<file path="src/rtl/miner_nonce_ctrl.sv">
// miner_nonce_ctrl: scans a nonce range through a SHA core until a digest has enough leading zero bits
module miner_nonce_ctrl #(
  parameter int NONCE_W = 32,
  parameter int HASH_W  = 256,
  parameter int ZB_W    = 9
) (
  input  logic               clock,
  input  logic               resetb,
  input  logic               start_i,
  input  logic               abort_i,
  input  logic [NONCE_W-1:0] nonce_first_i,
  input  logic [NONCE_W-1:0] nonce_last_i,
  input  logic [ZB_W-1:0]    zero_bits_i,
  output logic               core_start_o,
  output logic [NONCE_W-1:0] core_nonce_o,
  input  logic               core_ready_i,
  input  logic               core_done_i,
  input  logic [HASH_W-1:0]  core_hash_i,
  output logic               busy_o,
  output logic               found_o,
  output logic               exhausted_o,
  output logic [NONCE_W-1:0] found_nonce_o,
  output logic [31:0]        attempts_o,
  output logic [15:0]        status_o
);
  typedef enum logic [2:0] {IDLE, ISSUE, WAIT, CHECK, FOUND, EXHAUSTED} state_t;
  state_t state, state_nx;
  logic [NONCE_W-1:0] nonce, last, found_nonce;
  logic [ZB_W-1:0] zb;
  logic [HASH_W-1:0] hash;
  logic [31:0] attempts;
  int unsigned lz;
  logic hit, kill, launch;
  always_comb begin
    lz = HASH_W;
    for (int i = 0; i < HASH_W; i++) if (hash[i]) lz = HASH_W - 1 - i;
  end
  assign hit = (32'(zb) >= HASH_W) ? ~|hash : (lz >= 32'(zb));
  assign kill = abort_i && state != IDLE;
  assign launch = start_i && !kill && (state == IDLE || state == FOUND || state == EXHAUSTED);
  always_comb begin
    state_nx = state;
    if (kill) state_nx = IDLE;
    else if (launch) state_nx = ISSUE;
    else
      case (state)
        ISSUE:   state_nx = core_ready_i ? WAIT : ISSUE;
        WAIT:    state_nx = core_done_i ? CHECK : WAIT;
        CHECK:   state_nx = hit ? FOUND : (nonce == last) ? EXHAUSTED : ISSUE;
        default: state_nx = state;
      endcase
  end
  always_ff @(posedge clock) begin
    if (!resetb) begin
      state       <= IDLE;
      nonce       <= '0;
      last        <= '0;
      zb          <= '0;
      hash        <= '0;
      attempts    <= '0;
      found_nonce <= '0;
    end else begin
      state <= state_nx;
      if (launch) begin
        nonce       <= nonce_first_i;
        last        <= nonce_last_i;
        zb          <= zero_bits_i;
        attempts    <= '0;
        found_nonce <= '0;
      end
      if (state == WAIT && core_done_i && !kill) hash <= core_hash_i;
      if (state == CHECK && !kill) begin
        attempts <= attempts + 32'(attempts != '1);
        if (hit) found_nonce <= nonce;
        else if (nonce != last) nonce <= nonce + NONCE_W'(1);
      end
    end
  end
  assign core_start_o  = state == ISSUE;
  assign core_nonce_o  = nonce;
  assign busy_o        = state == ISSUE || state == WAIT || state == CHECK;
  assign found_o       = state == FOUND;
  assign exhausted_o   = state == EXHAUSTED;
  assign found_nonce_o = found_nonce;
  assign attempts_o    = attempts;
  assign status_o      = busy_o ? 16'hFEED : found_o ? 16'hDEAD : exhausted_o ? 16'hBEEF : 16'h0000;
endmodule

</file>
<file path="config.mk">
export PLATFORM = sky130hd
export DESIGN_NAME = miner_nonce_ctrl
export DESIGN_NICKNAME = d
export VERILOG_FILES = /design/src/rtl/miner_nonce_ctrl.sv
export SDC_FILE = /design/constraint.sdc
export NUM_CORES = 1
export LEC_CHECK = 0
export BUFFER_PORTS_ARGS = -buffer_cell sky130_fd_sc_hd__buf_4
export CAP_MARGIN = 20
export CORE_MARGIN = 2
export CORE_UTILIZATION = 59
export DETAILED_ROUTE_END_ITERATION = 7
export PLACE_DENSITY = 0.94
export SETUP_SLACK_MARGIN = 0.3
export SYNTH_ARGS = -nofsm -noshare
export SYNTH_HDL_FRONTEND = slang
export SYNTH_SLANG_ARGS = --single-unit
</file>
<file path="constraint.sdc">
create_clock -name clock -period 5.9 [get_ports clock]
set_input_delay 0.59 -clock clock [delete_from_list [all_inputs] [get_ports clock]]
set_output_delay 0.59 -clock clock [all_outputs]
set_load 0.1 [all_outputs]
</file>
**Yosys cells after proc, flatten, opt, wreduce, memory -nomap -nowiden**

Cells that the tools add are included.

- Word-level logic and storage cells: 316
- Input bits: 335
- Flip-flop bits (word level): 396

- Bitwise operators: 1
- $add $sub $neg: 2
- Reduce and logical (&&, ||, !) cells: 20
- Muxes and demuxes: 275
- Equal/unequal tests: 8
- $lt $le $gt $ge: 2

Operators with widths:

| operator | number |
|---|---|
| $mux 32 | 264 |
| $reduce_or 256->1 | 1 |
| $mux 16 | 3 |
| $add 32x1->32 | 1 |
| $add 32x1->32 const B | 1 |
| $eq 32x32->1 | 1 |
| $ge 32x9->1 | 1 |
| $ne 32x32->1 | 1 |
| $ne 32x32->1 const B | 1 |
| $ge 9x9->1 const B | 1 |
| $mux 9 | 1 |
| $pmux 3 s3 | 1 |
| $eq 3x2->1 const B | 2 |
| $eq 3x3->1 const B | 2 |
| $logic_and 1x1->1 | 6 |
| $mux 3 | 2 |
| $reduce_bool 3->1 | 2 |
| $logic_or 1x1->1 | 4 |
| $reduce_bool 4->1 | 1 |
| $eq 3x1->1 const B | 1 |
| $logic_not 3->1 | 1 |
| $mux 1 | 3 |
| $reduce_or 3->1 | 1 |
| $logic_not 1->1 | 2 |
| other kinds (4) | 4 |

**Depth between registers and ports, before layout**

- Word-level depth: 261
- Mapped depth: 20

**Worst setup path before layout**

No wires, ideal clock.

- Path type: reg-to-reg
- Start: register hash[203]
- End: register nonce[30], in the netlist core_nonce_o[30]
- Path buffers: 1
- Setup slack: 2.105 ns
- Data required time: 5.784 ns
- Cell stages (with the launch flop): 19
- Arrival: 3.679 ns
- Cell sequence: dfxtp_1 -> inv_1 -> a21oi_1 -> o211ai_1 -> a2111oi_0 -> o2111ai_1 -> or4_1 -> o221a_2 -> o31ai_1 -> ha_1 -> nand2b_1 -> nand3_1 -> a21oi_1 -> o21ai_0 -> a22oi_2 -> buf_6 -> o21ai_2 -> a21bo_2 -> a31o_2

- Word-level cells in the longest chain between the ends: 57

RTL lines:

| what | RTL line | source |
|---|---|---|
| start, declared | 30 | `logic [HASH_W-1:0] hash;` |
| start signal, assigned | 71 | `if (state == WAIT && core_done_i && !kill) hash <= core_hash_i;` |
| $mux 32 (53 in series) | 36 | `for (int i = 0; i < HASH_W; i++) if (hash[i]) lz = HASH_W - 1 - i;` |
| $ge 32x9->1 | 38 | `assign hit = (32'(zb) >= HASH_W) ? ~\|hash : (lz >= 32'(zb));` |
| $mux 1 * | 38 |  |
| $mux 32 * | 74 | `if (hit) found_nonce <= nonce;` |
| $mux 32 * | 72 | `if (state == CHECK && !kill) begin` |
| end signal, assigned | 65 | `nonce <= nonce_first_i;` |
| end signal, assigned | 75 | `else if (nonce != last) nonce <= nonce + NONCE_W'(1);` |
| end, declared | 28 | `logic [NONCE_W-1:0] nonce, last, found_nonce;` |

Mark *: on every way between the ends. The rest lies on a longest branch, timed or not.
A chain may end at the register's enable or synchronous reset.

**Worst setup path after layout**

- Start: register hash[48]
- End: register nonce[19], in the netlist core_nonce_o[19]

- Word-level cells in the longest chain between the ends: 212

RTL lines:

| what | RTL line |
|---|---|
| $mux 32 (208 in series) | 36 |
| $ge 32x9->1 | 38 |
| $mux 1 * | 38 |
| $mux 32 * | 74 |
| $mux 32 * | 72 |

Marks and branches as above.

==> metrics.md <==
| Metric | Value |
|---|---|
| Overall via count from detail_route | 21.09k |
| Final min period | 5.008 ns |
| ANT nets after route | 0 |
| H-Tree Depth | 2 |
| Setup TNS | 0 ns |
| Final period util | 84.87% |
| Post_cts resized | 0 |
| Num ports | 451 |
| Mean Syn Cell Area | 7.299 µm² |
| Pins Over Slew Limit | 0 |
| MaxCap Viol Count | 0 |
| RSZ-0062 raised after global routing | no |
| WL final | 63.52 mm |
| Nets@finish | 3329 |
| First-pass iteration count of the detailed router | 8 |
| IO Port Bufs | 448 |
| Synth area leader | dfxtp_1 |
| Post-synth ARST share | 0% |
| Area Overhead vs Synth | 24.33% |
| Fmax achieved | 0.1997 GHz |
| Crit-path max FO | 23 |
| DIE WIDTH | 185.0 µm |
| DRT iter0 DRCs | 2324 |
| Top_reg_cell synth | dfxtp_1 |
| Core Region | 32370 µm² |
| # DRC | 0 |
| Initial core utilization | 59.71% |
| P per Cell Area | 305.0 nW/µm² |
| Area share of the largest cell type after synthesis | 41.02% |
| First-pass GRT wire length | 99.16 mm |
| Num CTS Buffers | 43 |
| Vias in the first global route | 19.47k |
| HP Start | nonce_last_i[28] |
| Final GP Congestion | 0.9959 |
| Max-slew headroom | 20.55% |
| Reg-to-reg slack, setup | 0.89 ns |
| Synth unique cells | 81 |
| Worst slew pin tran | 1.192 ns |
| Die Height | 185.0 µm |
| TritonCTS clock tree | yes |
| VDD IR max | 224.5 µV |
| Post-route cell area | 24030 µm² |
| Req. time, crit path | 6.34 ns |
| Core Util, Final | 74.23% |
| Leak Pwr | 9.147 nW |
| Wire length per cell | 18.36 µm |
| Most frequent cells in the layout | 755 x nand2_1, 457 x buf_4, 417 x a21oi_1 |
| Hold_buf cts | 0 |
| # rows | 66 |
| Synth warn | 0 |
| Register area share after synthesis | 41.02% |
| Post-DR vias/cell | 6.097 |
| Worst Hold Path Cells | 3 |
| All-layer global routing usage | 35.66% |
| Clk_lat worst skew | 0.54 ns |
| Post-Syn Area | 19330 µm² |
| Crit path DAT | 5.45 ns |
| Commonest non-fill, non-tap cell in the layout | nand2_1 |
| Min-Delay Path Class | input port to flop |
| Die area | 34220 µm² |
| Placed wire-length estimate | 45.21 mm |
| Synth area leaders | dfxtp_1 41%, nand2_1 15%, a21oi_1 11% |
| Largest net degree at the start of global routing | 257 |
| Hold Vio Cnt, Final | 0 |
| Multi-input gate area | 10360 µm² |
| Gr ovfl total | 0 |
| Crit path capture type | flop |
| Status | finished clean |
| Clock buffer depth | 3 |
| Clk pin slew, worst setup/hold paths | 0.07 ns |
| FF/Latch Area | 7928 µm² |
| Sink Count | 396 |
| Antenna violations before repair | 7 |
| Share of cells above drive strength 1 | 19.56% |
| Reg2reg end | core_nonce_o[19]$_SDFF_PN0_ |
| Worst Setup Start Kind | flop |
| Mapped Cells | 2648 |
| CTS Root Buffer Type | clkbuf_16 |
| Pwr Total | 0.007330 W |
| Worst setup margin | 0.8924 ns |
| Finish-stage setup viols | 0 |
| Post-placement setup slack | 1.115 ns |
| FF-to-FF Start | hash[48]$_SDFFE_PN0P_ |
| Worst hold endpoint | last[28]$_SDFFE_PN0P_ |
| Post-synth EDFFs | 0 |
| Path depth of the worst reg2reg path | 17 |
| Post-CTS setup buffer count | 0 |
| Dpl cell area | 22610 µm² |
| Fill cells | 2412 |
| Crit Path Category | flop to flop |
| Seq cells post-synth | 396 |
| Clk_skew | 0.01945 ns |
stage by stage:
stage	hold WS, ns	std cells
finish	0.2945	3460
detailed placement	0.4491	3379
floorplan	0.4363	2649
CTS	0.2906	3453
global route	0.2927	3459
global placement	0.4447	3379
final cells by class:
| cell class | count | area share (%) |
|---|---|---|
| diodes | 7 | 0.07290 |
| clock buffers | 58 | 5.056 |
| clock inverters | 16 | 0.7967 |
| inverters | 71 | 1.140 |
| multi-input cells | 2010 | 43.11 |
| flip-flops and latches | 396 | 32.99 |
| well taps | 442 | 2.301 |
| repair buffers | 460 | 14.53 |
how the worst max path moves through the flow:
stage	start	endpoint	slack (ns)	cells past startpoint
after CTS	hash[4]$_SDFFE_PN0P_	core_nonce_o[2]$_SDFF_PN0_	1.10	18
final	hash[48]$_SDFFE_PN0P_	core_nonce_o[19]$_SDFF_PN0_	0.89	17
after floorplan	hash[203]$_SDFFE_PN0P_	core_nonce_o[30]$_SDFF_PN0_	2.10	18
after detailed placement	hash[190]$_SDFFE_PN0P_	core_nonce_o[2]$_SDFF_PN0_	1.11	19
after global placement	hash[206]$_SDFFE_PN0P_	core_nonce_o[6]$_SDFF_PN0_	1.25	17
after global routing	hash[48]$_SDFFE_PN0P_	core_nonce_o[2]$_SDFF_PN0_	0.45	17
synthesized netlist by cell type (10+ instances only):
library cell  number
o21a_1            24
buf_4             14
dfxtp_1          396
or3_1             11
a21oi_1          417
a2111oi_0         10
nand2b_1          11
nand3_1           83
nor3_1            59
buf_2             18
clkbuf_1         128
a21boi_1          11
o22ai_1           16
nor4_1            73
o31ai_1           24
inv_1             71
nand2_1          756
o211ai_1          11
a31oi_1           10
nor4_2            24
xnor2_1           34
ha_1              12
o21ai_0           58
and3_1            11
nor2_1           144
nand4_1           47
a21boi_0          10
or2_2             15
where the power goes:
part	internal (W)	switching [W]	total [W]
clock network	0.00162	0.00109	0.00271
logic	0.000626	0.00112	0.00174
registers	0.00275	0.000127	0.00288
sequential cells by signal, indices dropped and copies added, names as in the netlist:
name / flops
hash: 256
attempts_o: 32
core_nonce_o: 32
found_nonce_o: 32
last: 32
zb: 9
state: 3
worst max-delay path: stages, from the launching register on:
cell and delay [ns]:
dfxtp_1 0.35, nor4_1 0.59, nand4_1 0.31, nor3_1 0.45, o31ai_1 0.18, a311oi_1 0.35, nor3_1 0.08, nor3_1 0.14
ha_1 0.29, a2111oi_0 0.38, nand2_1 0.08, o21ai_0 0.20, a22oi_2 0.07, buf_4 0.19, nor2_1 0.53, buf_4 0.38
o21ai_0 0.16, o21a_1 0.18
layer usage:
metal / global-route usage, % / wire (µm) / up-vias
li1: - / - / 9870
met1: 45.42 / 24900 / 9736
met2: 57.27 / 29000 / 1246
met3: 7.216 / 6200 / 242
met4: 18.54 / 3419 / 0
met5: 0 / 0 / -
kinds of logic (layout without fill, tap and decap cells):
group	Yosys count	in the layout	synth area share [%]
xor+xnor	35	35	1.586
compound gates	670	670	20.22
fa+ha+maj	12	12	0.7768
mux	5	5	0.2784
other cells	1	9	0.01940
simple gates	1286	1286	30.63
flops	396	396	41.02
buf+inv	243	605	5.477
Power figures use the tool's default switching activity.
